--- src/rtl/sobel_pkg.sv ---
// Shared FSM state type and default geometry for the Sobel frame controller.
package sobel_pkg;

    localparam int unsigned DefWidth = 8;
    localparam int unsigned DefDepth = 8;
    localparam int unsigned DefAw    = 6;

    typedef enum logic [2:0] {
        StIdle,
        StLoad,
        StScan,
        StWait,
        StEmit,
        StDone
    } state_e;

endpackage

--- src/rtl/sobel_frame_ctrl_if.sv ---
// Handshake bundle between the frame controller (master) and its pixel source,
// frame buffer, kernel engine and result sink (slave).
interface sobel_frame_ctrl_if
    import sobel_pkg::*;
#(
    parameter int unsigned AW = DefAw
);

    logic          pix_valid;
    logic [7:0]    pix_data;
    logic          pix_ready;

    logic          mem_we;
    logic [AW-1:0] mem_waddr;
    logic [7:0]    mem_wdata;

    logic          k_start;
    logic [AW-1:0] k_addr;
    logic          k_done;
    logic [7:0]    k_sum;

    logic          edge_valid;
    logic          edge_bit;
    logic [AW-1:0] edge_addr;
    logic          edge_ready;

    modport master (
        input  pix_valid, pix_data, k_done, k_sum, edge_ready,
        output pix_ready, mem_we, mem_waddr, mem_wdata,
        output k_start, k_addr, edge_valid, edge_bit, edge_addr
    );

    modport slave (
        output pix_valid, pix_data, k_done, k_sum, edge_ready,
        input  pix_ready, mem_we, mem_waddr, mem_wdata,
        input  k_start, k_addr, edge_valid, edge_bit, edge_addr
    );

endinterface

--- src/rtl/sobel_scan_cnt.sv ---
// Raster X/Y walker with a linear address kept alongside, so no multiplier is
// needed to form Y*WIDTH+X.
module sobel_scan_cnt
    import sobel_pkg::*;
#(
    parameter int unsigned WIDTH = DefWidth,
    parameter int unsigned DEPTH = DefDepth,
    parameter int unsigned AW    = DefAw
) (
    input  logic          clk,
    input  logic          rst,
    input  logic          clr,
    input  logic          adv,
    output logic [AW-1:0] addr,
    output logic          last,
    output logic          boundary
);

    localparam int unsigned XW = $clog2(WIDTH);
    localparam int unsigned YW = $clog2(DEPTH);

    logic [XW-1:0] x_q;
    logic [YW-1:0] y_q;
    logic [AW-1:0] addr_q;
    logic          x_last;
    logic          y_last;

    assign x_last   = x_q == XW'(WIDTH - 1);
    assign y_last   = y_q == YW'(DEPTH - 1);
    assign last     = x_last && y_last;
    assign boundary = (x_q == '0) || x_last || (y_q == '0) || y_last;
    assign addr     = addr_q;

    // Advancing past the final pixel wraps to the origin so the next frame starts clean.
    always_ff @(posedge clk) begin
        if (rst || clr) begin
            x_q    <= '0;
            y_q    <= '0;
            addr_q <= '0;
        end else if (adv) begin
            if (last) begin
                x_q    <= '0;
                y_q    <= '0;
                addr_q <= '0;
            end else if (x_last) begin
                x_q    <= '0;
                y_q    <= y_q + 1'b1;
                addr_q <= addr_q + 1'b1;
            end else begin
                x_q    <= x_q + 1'b1;
                addr_q <= addr_q + 1'b1;
            end
        end
    end

endmodule

--- src/rtl/sobel_frame_ctrl.sv ---
// Sobel frame controller: buffers one raster frame, then walks it, requesting a
// kernel result per interior pixel and streaming thresholded edge bits in order.
module sobel_frame_ctrl
    import sobel_pkg::*;
#(
    parameter int unsigned WIDTH = DefWidth,
    parameter int unsigned DEPTH = DefDepth,
    parameter int unsigned AW    = DefAw
) (
    input  logic               clk,
    input  logic               rst,
    input  logic               start,
    input  logic [7:0]         threshold,
    sobel_frame_ctrl_if.master bus,
    output logic               busy,
    output logic               done
);

    localparam logic [AW-1:0] LastAddr = AW'(WIDTH * DEPTH - 1);

    state_e        state_q;
    logic [7:0]    thr_q;
    logic [AW-1:0] load_cnt_q;
    logic          edge_q;

    logic          beat;
    logic          cnt_clr;
    logic          cnt_adv;
    logic [AW-1:0] scan_addr;
    logic          scan_last;
    logic          scan_bnd;

    assign beat    = (state_q == StLoad) && bus.pix_valid;
    assign cnt_clr = (state_q == StIdle) && start;
    assign cnt_adv = (state_q == StEmit) && bus.edge_ready;

    sobel_scan_cnt #(
        .WIDTH (WIDTH),
        .DEPTH (DEPTH),
        .AW    (AW)
    ) u_scan_cnt (
        .clk      (clk),
        .rst      (rst),
        .clr      (cnt_clr),
        .adv      (cnt_adv),
        .addr     (scan_addr),
        .last     (scan_last),
        .boundary (scan_bnd)
    );

    always_ff @(posedge clk) begin
        if (rst) begin
            state_q    <= StIdle;
            thr_q      <= '0;
            load_cnt_q <= '0;
            edge_q     <= 1'b0;
        end else begin
            unique case (state_q)
                StIdle: begin
                    if (start) begin
                        thr_q      <= threshold;
                        load_cnt_q <= '0;
                        edge_q     <= 1'b0;
                        state_q    <= StLoad;
                    end
                end
                StLoad: begin
                    if (beat) begin
                        if (load_cnt_q == LastAddr) begin
                            load_cnt_q <= '0;
                            state_q    <= StScan;
                        end else begin
                            load_cnt_q <= load_cnt_q + 1'b1;
                        end
                    end
                end
                StScan: begin
                    // Border pixels have no full 3x3 neighbourhood: emit a zero directly.
                    if (scan_bnd) begin
                        edge_q  <= 1'b0;
                        state_q <= StEmit;
                    end else begin
                        state_q <= StWait;
                    end
                end
                StWait: begin
                    if (bus.k_done) begin
                        edge_q  <= bus.k_sum > thr_q;
                        state_q <= StEmit;
                    end
                end
                StEmit: begin
                    if (bus.edge_ready) begin
                        state_q <= scan_last ? StDone : StScan;
                    end
                end
                StDone: begin
                    state_q <= StIdle;
                end
                default: begin
                    state_q <= StIdle;
                end
            endcase
        end
    end

    // The write port is a straight pass-through of the accepted beat.
    assign bus.pix_ready  = state_q == StLoad;
    assign bus.mem_we     = beat;
    assign bus.mem_waddr  = load_cnt_q;
    assign bus.mem_wdata  = bus.pix_data;

    assign bus.k_start    = (state_q == StScan) && !scan_bnd;
    assign bus.k_addr     = scan_addr;

    assign bus.edge_valid = state_q == StEmit;
    assign bus.edge_bit   = edge_q;
    assign bus.edge_addr  = scan_addr;

    assign busy           = state_q != StIdle;
    assign done           = state_q == StDone;

endmodule

--- src/flat_wrapper.sv ---
// flat-port wrapper written by rule: the top's interface ports become plain ports
module sobel_frame_ctrl_flat import sobel_pkg::*;
#(
    parameter int unsigned WIDTH = DefWidth,
    parameter int unsigned DEPTH = DefDepth,
    parameter int unsigned AW    = DefAw
)
  (clk, rst, start, threshold, busy, done, bus_pix_valid, bus_pix_data, bus_k_done, bus_k_sum, bus_edge_ready, bus_pix_ready, bus_mem_we, bus_mem_waddr, bus_mem_wdata, bus_k_start, bus_k_addr, bus_edge_valid, bus_edge_bit, bus_edge_addr);
  sobel_frame_ctrl_if #(.AW(AW)) bus_i ();
  input  logic clk;
  input  logic rst;
  input  logic start;
  input  logic [7:0] threshold;
  output logic busy;
  output logic done;
  input wire logic [$bits(bus_i.pix_valid)-1:0] bus_pix_valid;
  input wire logic [$bits(bus_i.pix_data)-1:0] bus_pix_data;
  input wire logic [$bits(bus_i.k_done)-1:0] bus_k_done;
  input wire logic [$bits(bus_i.k_sum)-1:0] bus_k_sum;
  input wire logic [$bits(bus_i.edge_ready)-1:0] bus_edge_ready;
  output wire logic [$bits(bus_i.pix_ready)-1:0] bus_pix_ready;
  output wire logic [$bits(bus_i.mem_we)-1:0] bus_mem_we;
  output wire logic [$bits(bus_i.mem_waddr)-1:0] bus_mem_waddr;
  output wire logic [$bits(bus_i.mem_wdata)-1:0] bus_mem_wdata;
  output wire logic [$bits(bus_i.k_start)-1:0] bus_k_start;
  output wire logic [$bits(bus_i.k_addr)-1:0] bus_k_addr;
  output wire logic [$bits(bus_i.edge_valid)-1:0] bus_edge_valid;
  output wire logic [$bits(bus_i.edge_bit)-1:0] bus_edge_bit;
  output wire logic [$bits(bus_i.edge_addr)-1:0] bus_edge_addr;
  assign bus_i.pix_valid = bus_pix_valid;
  assign bus_i.pix_data = bus_pix_data;
  assign bus_i.k_done = bus_k_done;
  assign bus_i.k_sum = bus_k_sum;
  assign bus_i.edge_ready = bus_edge_ready;
  assign bus_pix_ready = bus_i.pix_ready;
  assign bus_mem_we = bus_i.mem_we;
  assign bus_mem_waddr = bus_i.mem_waddr;
  assign bus_mem_wdata = bus_i.mem_wdata;
  assign bus_k_start = bus_i.k_start;
  assign bus_k_addr = bus_i.k_addr;
  assign bus_edge_valid = bus_i.edge_valid;
  assign bus_edge_bit = bus_i.edge_bit;
  assign bus_edge_addr = bus_i.edge_addr;
  sobel_frame_ctrl #(.WIDTH(WIDTH), .DEPTH(DEPTH), .AW(AW)) u_core (.clk(clk), .rst(rst), .start(start), .threshold(threshold), .bus(bus_i), .busy(busy), .done(done));
endmodule
--- config.mk ---
export PLATFORM = sky130hd
export DESIGN_NAME = sobel_frame_ctrl_flat
export DESIGN_NICKNAME = d
export VERILOG_FILES = /design/src/rtl/sobel_pkg.sv /design/src/rtl/sobel_frame_ctrl_if.sv /design/src/rtl/sobel_scan_cnt.sv /design/src/rtl/sobel_frame_ctrl.sv /design/src/flat_wrapper.sv
export SDC_FILE = /design/constraint.sdc
export NUM_CORES = 1
export LEC_CHECK = 0
export CORE_ASPECT_RATIO = 1.75
export CORE_MARGIN = 2
export CORE_UTILIZATION = 31
export DETAILED_ROUTE_END_ITERATION = 8
export GPL_ROUTABILITY_DRIVEN = 0
export SLEW_MARGIN = 0
export SYNTH_ARGS = -nofsm -noshare
export SYNTH_HDL_FRONTEND = slang
export SYNTH_SLANG_ARGS = --single-unit
export TNS_END_PERCENT = 1
--- constraint.sdc ---
create_clock -name clk -period 4.9 [get_ports clk]
set_input_delay 0.49 -clock clk [delete_from_list [all_inputs] [get_ports clk]]
set_output_delay 0.49 -clock clk [all_outputs]
set_load 0.02 [all_outputs]
# Word level (Yosys, flattened, before mapping)
# Index checks and enable logic that the tools add are counted.
# Widths: inputs -> output; s select.
# word_totals
ff_bits,30
inputBits,30
output_inout_bits,33
word_cells,69
# op_classes
addsub,4
order_cmp,1
eq_ne,14
muxes,21
n_reduce_logical,22
# op_table
operator,n
$mux 3,11
$mux 6,4
$pmux 3 s5,1
$add 6x1->6 const B,2
$eq 3x3->1 const B,4
$pmux 6 s2,1
$logic_not 3->1,3
$gt 8x8->1,1
$add 3x1->3 const B,2
$eq 3x2->1 const B,2
$eq 6x6->1 const B,1
$ne 2x1->1 const B,3
$ne 2x2->1 const B,3
$reduce_bool 3->1,2
$logic_and 1x1->1,5
$reduce_and 5->1,1
$logic_or 1x1->1,4
$reduce_and 2->1,2
$reduce_and 4->1,1
$reduce_bool 2->1,2
$eq 3x1->1 const B,1
$mux 1,3
$pmux 1 s3,1
$reduce_and 3->1,1
$logic_not 1->1,1

# Logic depth before layout (Yosys ltp)
# Gate-level depths: netlist (run 1).
# logic_depth
word_depth,6
depth_mapped,8
depth_no_buf,7

# By module
# A second synthesis (run 1) with hierarchy kept.
# unflattened
hier_cells,225
hier_area_um2,1878.1
# by_module_without_submodules
mod,instances,cells_per_inst,area_each_um2,seq_area_each_um2
sobel_frame_ctrl,1,158,1277.5,360.3
sobel_scan_cnt,1,67,600.6,240.2

# Worst setup path before layout (run 1)
# OpenSTA, ideal clock, no wires.
# synth_timing
kind,register to register
from,register u_core.u_scan_cnt.y_q[0]
to,register u_core.state_q[1]
setup_time_ns,0.114
t_arrival_ns,1.928
required_time_ns,4.786
slack_ns,2.858
stages_incl_launch_ff,8
path_buffers,0
period_less_slack_ns,2.042
cell_sequence,dfxtp_1 -> ha_1 -> ha_1 -> a21oi_1 -> nand3_1 -> nor3_1 -> nor2_1 -> a2111oi_0
# synth_between
elab_chain_cells,5
word_cells_on_any_way,9
classes_between,eq/ne (1); mux (4); reduce/logical (4)
# synth_rtl
element,line_no,source
from (decl),sobel_scan_cnt.sv:23,logic [YW-1:0] y_q;
from (signal assigned),sobel_scan_cnt.sv:47,y_q <= y_q + 1'b1;
$eq 3x3->1 or $logic_not 3->1 (tied branches),"sobel_scan_cnt.sv:29, sobel_scan_cnt.sv:31",
$logic_and 1x1->1 or $logic_or 1x1->1 (tied branches),"sobel_scan_cnt.sv:30, sobel_scan_cnt.sv:31",
$mux 3 or $logic_or 1x1->1 (tied branches),"sobel_frame_ctrl.sv:94, sobel_scan_cnt.sv:31",
"$mux 3, on equally long branches","sobel_frame_ctrl.sv:93, sobel_frame_ctrl.sv:79",
$pmux 3 s5 *,sobel_frame_ctrl.sv:58,unique case (state_q)
to (signal assigned),sobel_frame_ctrl.sv:64,state_q <= StLoad;
to (signal assigned),sobel_frame_ctrl.sv:94,state_q <= scan_last ? StDone : StScan;
to (signal assigned),sobel_frame_ctrl.sv:98,state_q <= StIdle;
to (decl),sobel_frame_ctrl.sv:21,state_e state_q;
# Mark *: on every way between the ends. The rest lies on a longest branch, timed or not. The select of a mux whose other input is x is not followed.
# A chain may end at the register's enable or synchronous reset.

# Worst setup path in the final report (run 1)
# layout_timing
from,register u_core.u_scan_cnt.y_q[0]
to,output bus_k_start
# layout_between
elab_chain_cells,5
word_cells_on_any_way,6
classes_between,eq/ne (1); reduce/logical (5)
# layout_rtl
element,line_no,source
$logic_not 3->1,sobel_scan_cnt.sv:31,assign boundary = (x_q == '0) || x_last || (y_q == '0) || y_last;
$logic_or 1x1->1,sobel_scan_cnt.sv:31,
$logic_or 1x1->1 *,sobel_scan_cnt.sv:31,
$logic_not 1->1 *,sobel_frame_ctrl.sv:113,assign bus.k_start = (state_q == StScan) && !scan_bnd;
$logic_and 1x1->1 *,sobel_frame_ctrl.sv:113,
to (decl),flat_wrapper.sv:25,output wire logic [$bits(bus_i.k_start)-1:0] bus_k_start;
# Mark *: on every way between the ends. The rest lies on a longest branch, timed or not.

==> impl_results.md, run 1 <==
- Synth unique cells: 42
- Largest net degree at the start of global routing: 22
- First-pass DRT Iterations: 4
- CTS tree: built
- DRC Markers: 0
- Post-route ant nets: 0
- Fraction of registers with async set or reset after synthesis: 0%
- Vias in the first global route: 1602
- Hpwl dp: 3410 um
- Clock Latency Late Sink: 0.28 ns
- Die area: 0.00662 sq mm
- Post-Syn Instances: 234
- DP Cell Count: 336
- Hold Path Class: register to register
- Post-CTS setup buffers: 0
- Startpoint types: register
- Rows: 37
- Initial core utilization: 31.7%
- Resize count post-CTS: 0
- Number of buffers added on ports: 46
- Worst-case clock buffer depth: 2
- Die Span Y: 106 um
- First-pass GRT wire length: 7190 um
- Hold Crit Start: u_core.thr_q[1]
- R2R setup slack: 2.90 ns
- Area growth syn-to-layout: 27.7%
- Drt first-iter violations: 32
- Final min period: 2.68 ns
- Synth Cell Area: 0.00185 sq mm
- Worst Path Required: 4.41 ns
- Synth Warn #: 0
- CP endpoint kind: output port
- Power density over the cells: 346 mW/mm^2
- Tcrit/Tclk final: 54.7%
- Commonest register cell after synthesis: dfxtp_1
- Critical Path Fanout Max: 4
- Max-slew headroom: 37.5%
- Setup Viol. Count Final: 0
- Post-Layout Cell Count: 344
- Reg2reg start: u_core.state_q[0]
- Num CTS Buffers: 5
- Vias: 1670
- Initial antenna violation count: 0
- Clk slew on worst S/H paths: 0.07 ns
- Setup WS post-layout: 2.22 ns
- Layout cells sized above 1: 6.02%
- Via density: 4.85
- Final instance area: 0.00236 sq mm
- Synthesized flop and latch total: 30
- FF-to-FF End: u_core.bus.mem_waddr[3]
- Leakage: 0.875 nW
- Hold Path Depth: 2
- RSZ-0062 raised after global routing: false
- Run status: completed
- DR WL/cell: 12.6 um
- H-Tree Depth: 2
- Worst Path Arrival: 2.19 ns
- Nets@finish: 312
- Total global routing overflow: 0
- Hold path endpoint: u_core.thr_q[1]
- Worst Skew: 0.00728 ns
- Net Count, Synth: 281
- Syn Area/Cell: 7.89 sq um
- EDFF count, synth: 0
- Number of max-cap violations: 0
- N_diodes: 0
- Clk sinks: 30
- Worst-Margin Slew: 0.930 ns
- Number of fill cells in the layout: 647
- Chip width: 62.3 um
- FMAX: 0.373 GHz
- CTS Hold Bufs: 0
- Peak VDD IR: 0.148 mV
- Root buf cell: clkbuf_8
- Core Area: 0.00583 sq mm
- Fin Setup TNS: 0 ns
- Pre-CTS WS: 2.52 ns
- Final Slew Violations: 0
- Worst setup path category: register to output port
- Hold Vio Cnt, Final: 0
- Total chip power: 0.817 mW
- Worst reg2reg path depth: 6
- Final WL: 4350 um
- GRT Util Overall: 13.7%
- # IOs: 63
- Sequential share of the synthesized area: 32.5%
- Post-DP Area: 0.00227 sq mm
-- how the worst max path moves through the flow --
stage,startpoint,to,slack (ns),depth (start not counted)
4_1_cts,u_core.u_scan_cnt.y_q[0],bus_k_start,2.22,6
3_5_place_dp,u_core.u_scan_cnt.y_q[0],bus_k_start,2.52,6
2_1_floorplan,u_core.u_scan_cnt.y_q[0],u_core.state_q[1],2.86,7
6_report,u_core.u_scan_cnt.y_q[0],bus_k_start,2.22,6
3_3_place_gp,bus_pix_valid,bus_mem_we,2.56,4
5_1_grt,u_core.u_scan_cnt.y_q[0],bus_k_start,2.07,6
-- layout by cell type (no fill, tap or decap), drive strengths merged, types with 6 or more instances in the layout --
cell / n
a21oi: 25
clkbuf: 7
clkdlybuf4s50: 46
dfxtp: 30
ha: 17
inv: 15
nand2: 37
nand2b: 7
nand3: 7
nand4: 6
nor2: 18
or3: 6
-- sequential cells by signal, indices dropped and copies added, names as in the netlist --
signal and count:
u_core.bus.edge_bit 1, u_core.bus.mem_waddr 6, u_core.state_q 3, u_core.thr_q 8, u_core.u_scan_cnt.addr 6, u_core.u_scan_cnt.x_q 3, u_core.u_scan_cnt.y_q 3
-- where the power goes --
group | switching [mW] | leakage (nW) | total [mW] | internal, mW
sequential | 0.0421 | 0.243 | 0.312 | 0.269
clock | 0.0933 | 0.0482 | 0.206 | 0.113
combinational | 0.166 | 0.584 | 0.299 | 0.133
-- worst max-delay path, cell delays in order (launching register included) --
cell and delay, ns:
dfxtp_1 0.33, ha_1 0.20, ha_1 0.20, a21oi_1 0.12, nand3_1 0.13, nor3_1 0.26
clkdlybuf4s50_1 0.67
-- layout make-up --
| type | count | area (sq um) | share of cell area [%] |
|---|---|---|---|
| inverters | 15 | 56.3 | 2.39 |
| multi-input cells | 166 | 1040 | 44.3 |
| flip-flops and latches | 30 | 601 | 25.5 |
| well taps | 78 | 97.6 | 4.14 |
| clock buffers | 7 | 86.3 | 3.66 |
| clock inverters | 1 | 5.00 | 0.212 |
| repair buffers | 47 | 468 | 19.8 |
-- cells in the mapped netlist (all sizes together), types with 2 or more instances --
cell type / instances / area, sq um
nand2: 37 / 139
dfxtp: 30 / 601
a21oi: 25 / 125
buf: 19 / 130
nor2: 18 / 67.6
ha: 17 / 213
inv: 15 / 56.3
nand2b: 7 / 51.3
nand3: 7 / 35.0
nand4: 6 / 37.5
or3: 6 / 42.5
o21ai: 5 / 25.0
clkbuf: 4 / 15.0
nor3: 4 / 20.0
nor3b: 4 / 35.0
xor2: 4 / 35.0
a211oi: 3 / 27.5
nand3b: 3 / 22.5
mux2i: 2 / 20.0
nor2b: 2 / 12.5
or2: 2 / 15.0
-- cells by family (layout without fill, tap and decap cells) --
family | after synthesis | in the layout | share of synthesized area [%]
AOI/OAI and AO/OA | 42 | 42 | 14.0
xor gates and xnor gates | 4 | 4 | 1.90
adders and majority gates | 17 | 17 | 11.5
buffers and inverters | 38 | 70 | 10.9
DFF | 30 | 30 | 32.5
muxes | 2 | 2 | 1.08
and+or+nand+nor | 101 | 101 | 28.0
-- metrics by stage --
stage                     utilization (%)  hold slack (ns)
after detailed placement             38.9            0.450
after CTS                            40.4            0.458
after global placement               38.9            0.446
after floorplan                         -            0.436
after global routing                 40.4            0.479
final                                40.4            0.456
-- per-layer routing --
layer	share of wire [%]	GRT usage, %	vias to the layer above
li1	-	-	850
met1	38	13.6	776
met2	56	26.6	39
met3	3.6	3.17	5
met4	1.9	6.03	0
met5	0	0	-
(Power assumes the default switching activity.)
==> run 2, diff against run 1 <==
==> constraint.sdc (replaced) <==
create_clock -name clk -period 2.32 [get_ports clk]
set_input_delay 0.232 -clock clk [delete_from_list [all_inputs] [get_ports clk]]
set_output_delay 0.232 -clock clk [all_outputs]
set_load 0.02 [all_outputs]
==> impl_results.md, run 2 (synthesis results as in run 1) <==
- Vias: 1662 (-0.48%)
- GRT Util Overall: 13.9% (+0.15 points)
- Commonest non-fill, non-tap cells in the layout: 45 x clkdlybuf4s50_1, 37 x nand2_1, 29 x dfxtp_1
- Worst reg2reg path depth: 6 (unchanged)
- RSZ-0062 raised after global routing: false
- Num CTS Buffers: 5 (unchanged)
- Largest net degree at the start of global routing: 19 (-14%)
- FF-to-FF End: u_core.bus.mem_waddr[3]
- Peak VDD IR: 0.374 mV (+150%)
- Clk sinks: 30 (unchanged)
- Initial antenna violation count: 0 (unchanged)
- Hold Vio Cnt, Final: 0 (unchanged)
- # IOs: 63 (unchanged)
- Total global routing overflow: 0 (unchanged)
- Buf/Inv on CP: 1 (unchanged)
- Fin Setup TNS: 0 ns (unchanged)
- Power density over the cells: 720 mW/mm^2 (+110%)
- CTS tree: built
- CP max stage cell: clkdlybuf4s50_1
- Number of max-cap violations: 0 (unchanged)
- Max-slew headroom: 70.9% (+33 points)
- Number of cells on the critical path: 4 (-2)
- Area growth syn-to-layout: 28.5%
- Most common cell after layout, fill and taps aside: clkdlybuf4s50_1
- Max reg flops: 8 (unchanged)
- Critical path's top delay family: buffers and inverters
- CP endpoint kind: output port
- Vias in the first global route: 1618 (+1.0%)
- First-pass GRT wire length: 7300 um (+1.5%)
- Worst-Margin Slew: 0.430 ns (-0.500 ns)
- Startpoint types: register
- Critical Path Fanout Max: 10 (+6)
- Final min period: 2.18 ns
- Run status: completed
- DRC Markers: 0 (unchanged)
- Final Slew Violations: 0 (unchanged)
- First-pass DRT Iterations: 4 (unchanged)
- Worst Path Required: 2.09 ns (-2.32 ns)
- Rows: 37 (unchanged)
- Final core utilization: 40.7% (+0.26 points)
- Die Span Y: 106 um (unchanged)
- Leakage: 0.890 nW (+1.7%)
- Clk slew on worst S/H paths: 0.06 ns (about the same)
- Hold Path Class: register to register
- DR WL/cell: 12.5 um (-0.86%)
- Clock Latency Late Sink: 0.28 ns (about the same)
- Nets@finish: 316 (+1.3%)
- Post-route ant nets: 0 (unchanged)
- N_diodes: 0 (unchanged)
- Worst setup path category: register to output port
- CTS Hold Bufs: 0 (unchanged)
- Worst setup endpoint: bus_mem_we
- Root buf cell: clkbuf_8
- R2R setup slack: 0.49 ns (-2.41 ns)
- Hpwl dp: 3500 um (+2.5%)
- Layout cells sized above 1: 7.06% (+1.0 points)
- Worst Path Arrival: 1.95 ns (-0.24 ns)
- Cell Chain, Critical Path: nand2b_4, or2_4, nor2_1, clkdlybuf4s50_1
- Tcrit/Tclk final: 94.0%
- Setup Viol. Count Final: 0 (unchanged)
- Critical Path Source: u_core.state_q[2]
- FMAX: 0.458 GHz
- Chip width: 62.3 um (unchanged)
- Worst-case clock buffer depth: 2 (unchanged)
- Via density: 4.79 (-1.3%)
- Drt first-iter violations: 45 (+41%)
- H-Tree Depth: 2 (unchanged)
- Number of buffers added on ports: 46 (unchanged)
- Core Area: 0.00583 sq mm (unchanged)
- Worst path max stage delay: 0.65 ns (-0.02 ns)
- Final WL: 4350 um (unchanged)
- Reg2reg start: u_core.state_q[2]
- Initial core utilization: 31.7% (unchanged)
- Worst Skew: 0.00378 ns (-0.00349 ns)
- Die area: 0.00662 sq mm (unchanged)
- Largest register by flop count: u_core.thr_q
## run 2: layout make-up
type	count	area, sq um
clock buffer	7	76.3
fill	635	3460
inverter	15	56.3
multi-input combinational	166	1040
sequential	30	602
tap	78	97.6
timing repair buffer	51	497
## run 2: repair_timing
action | 4_1_cts | 5_1_grt
gates resized for setup | 1 | 1
setup endpoints to repair | 1 | 1
setup buffers | 0 | 0
## run 2: through the flow
stage               cells  hold slack, ns  cell area, sq um  worst slack [ns]  total power, mW
finish                347           0.454              2370             0.138             1.71
global route          347           0.464              2370            0.0475             1.84
CTS                   347           0.457              2370            0.0728             1.74
detailed placement    340           0.448              2300             0.224             1.34
global placement      340           0.446              2300             0.271             1.34
floorplan             234           0.368              1850             0.278             1.11
## run 2: worst min-delay path, cell delays in order (launching register included)
cell and delay [ns]:
dfxtp_1 0.31, nand2_1 0.05, a21oi_1 0.05
## run 2: per-layer routing
| layer | GRT usage (%) | vias to the layer above | wire [um] |
|---|---|---|---|
| li1 | - | 854 | - |
| met1 | 13.9 | 772 | 1730 |
| met2 | 27.3 | 32 | 2440 |
| met3 | 2.96 | 4 | 122 |
| met4 | 5.24 | 0 | 55 |
| met5 | 0 | - | 0 |
## run 2: worst min-delay path by stage
| stage | cells after the start | endpoint | from | slack [ns] |
|---|---|---|---|---|
| final | 2 | u_core.thr_q[4] | u_core.thr_q[4] | 0.45 |
| after global routing | 0 | bus_mem_wdata[5] | bus_pix_data[5] | 0.46 |
| after CTS | 2 | u_core.thr_q[4] | u_core.thr_q[4] | 0.46 |
| after detailed placement | 2 | u_core.thr_q[4] | u_core.thr_q[4] | 0.45 |
| after global placement | 2 | u_core.thr_q[4] | u_core.thr_q[4] | 0.45 |
| after floorplan | 2 | u_core.thr_q[1] | threshold[1] | 0.37 |
## run 2: report_power, final
group,total (mW),internal [mW],switching (mW)
Combinational,0.672,0.306,0.366
Sequential,0.649,0.571,0.0778
Clock,0.389,0.206,0.183
==> variant: new RTL, config.mk and constraints of run 2 <==
Set the package constant `DefAw` to 8 (it was 6).
--- a/src/rtl/sobel_pkg.sv
+++ b/src/rtl/sobel_pkg.sv
@@ -4,5 +4,5 @@
     localparam int unsigned DefWidth = 8;
     localparam int unsigned DefDepth = 8;
-    localparam int unsigned DefAw    = 6;
+    localparam int unsigned DefAw    = 8;
 
     typedef enum logic [2:0] {
Interface: changed (resized bus_edge_addr, bus_k_addr and bus_mem_waddr); port bits go from 63 to 69. No check against the original RTL was run, so the function may have changed too.
==> variant against run 2 <==
Synthesized area is 7.4% higher; via count rose by 2.8%; combinational power rose by 20%; worst setup slack better by 0.050 ns; total power rose by 17%; worst hold slack improved by 0.0023 ns; design area is 10% higher; sequential cell count up 4; routed wire length grew 2.3%; first-iteration DRC count is 6.7% lower; largest cell class unchanged; highest routed layer unchanged.
==> variant: results (changes against run 2) <==
Pwr
  – Sw Ratio: 37.0% (+0.28 points)
  – Leak: 0.00101 uW (+14%)

Synth
  – Mux share of post-synthesis cell area: 2.27% (+1.2 points)
  – Synth Area in Compound Gates: 12.2% (-1.8 points)
  – Synth area leaders: dfxtp_1 34%, ha_1 11%, nand2_1 6.2%, buf_4 6.1%, a21oi_1 5.6%
  – Synth Area in XOR/XNOR: 6.18% (+4.3 points)
  – Seq/Total Area, Yosys: 34.3% (+1.8 points)

Timing
  – Least-Margin Pin Slew: 0.587 ns (+0.157 ns)
  – WHS: 0.456 ns (+0.00229 ns)
  – Clock skew: 0.00323 ns (-0.000554 ns)
  – Period minus WS final: 2.13 ns (-0.0496 ns)

Status
  – Status: finished, final reports clean

Global route
  – Largest net degree at the start of global routing: 17 (-2)
  – Vias in the first global route: 1,645 (+1.7%)

Final layout
  – Final net count: 336 (+6.3%)
  – Final Instance Count excl. Fillers: 370 (+6.6%)
  – Share of cells above drive strength 1: 8.28% (+1.2 points)

Routing
  – 1st-iter DRT viols: 42 (-6.7%)
  – Vias per cell: 4.62 (-3.6%)
  – Wire per inst: 12.0 um (-4.0%)
  – Initial DRT Pass Iterations: 5 (+1)

Critical path
  – Slowest stage delay, CP: 0.60 ns (-0.05 ns)
  – CP arrival: 1.90 ns (-0.05 ns)

Place
  – Place WS: 0.0789 ns (-0.145 ns)
  – Area after DPL: 0.00253 mm2 (+10%)
  – Dpl cells: 362 (+6.5%)

Worst hold path
  – Hold Path Origin: u_core.thr_q[1]
  – Min-Delay Endpoint: u_core.thr_q[1]
-- variant: cell count changes after synthesis, sizes merged, moves of 4 or more --
cell,before,now
xor2,4,9
or3,6,1
xnor2,0,5
nor2,18,24
nand2,37,33
nand2b,7,3
dfxtp,30,34
and3,0,4
-- variant: power groups by stage --
stage | Clock (uW) | Combinational [uW] | Sequential [uW]
6_report | 454 | 808 | 739
4_1_cts | 479 | 820 | 736
3_5_place_dp | 0 | 815 | 750
5_1_grt | 503 | 907 | 754
2_1_floorplan | 0 | 577 | 716
3_3_place_gp | 0 | 814 | 746
-- variant: per-layer routing --
layer	wire, um	global-route usage [%]	vias up
met5	0	0	-
met4	108	7.45	0
met3	178	2.87	7
met2	2410	25.0	37
met1	1750	14.6	760
li1	-	-	904
-- variant: area by class of cell --
class / count / area [um2]
fillers: 660 / 3560
well taps: 80 / 100
inverters: 16 / 60.1
clock inverters: 1 / 5.00
clock buffers: 7 / 86.3
multi-input cells: 170 / 1100
repair buffers: 62 / 591
flip-flops and latches: 34 / 681
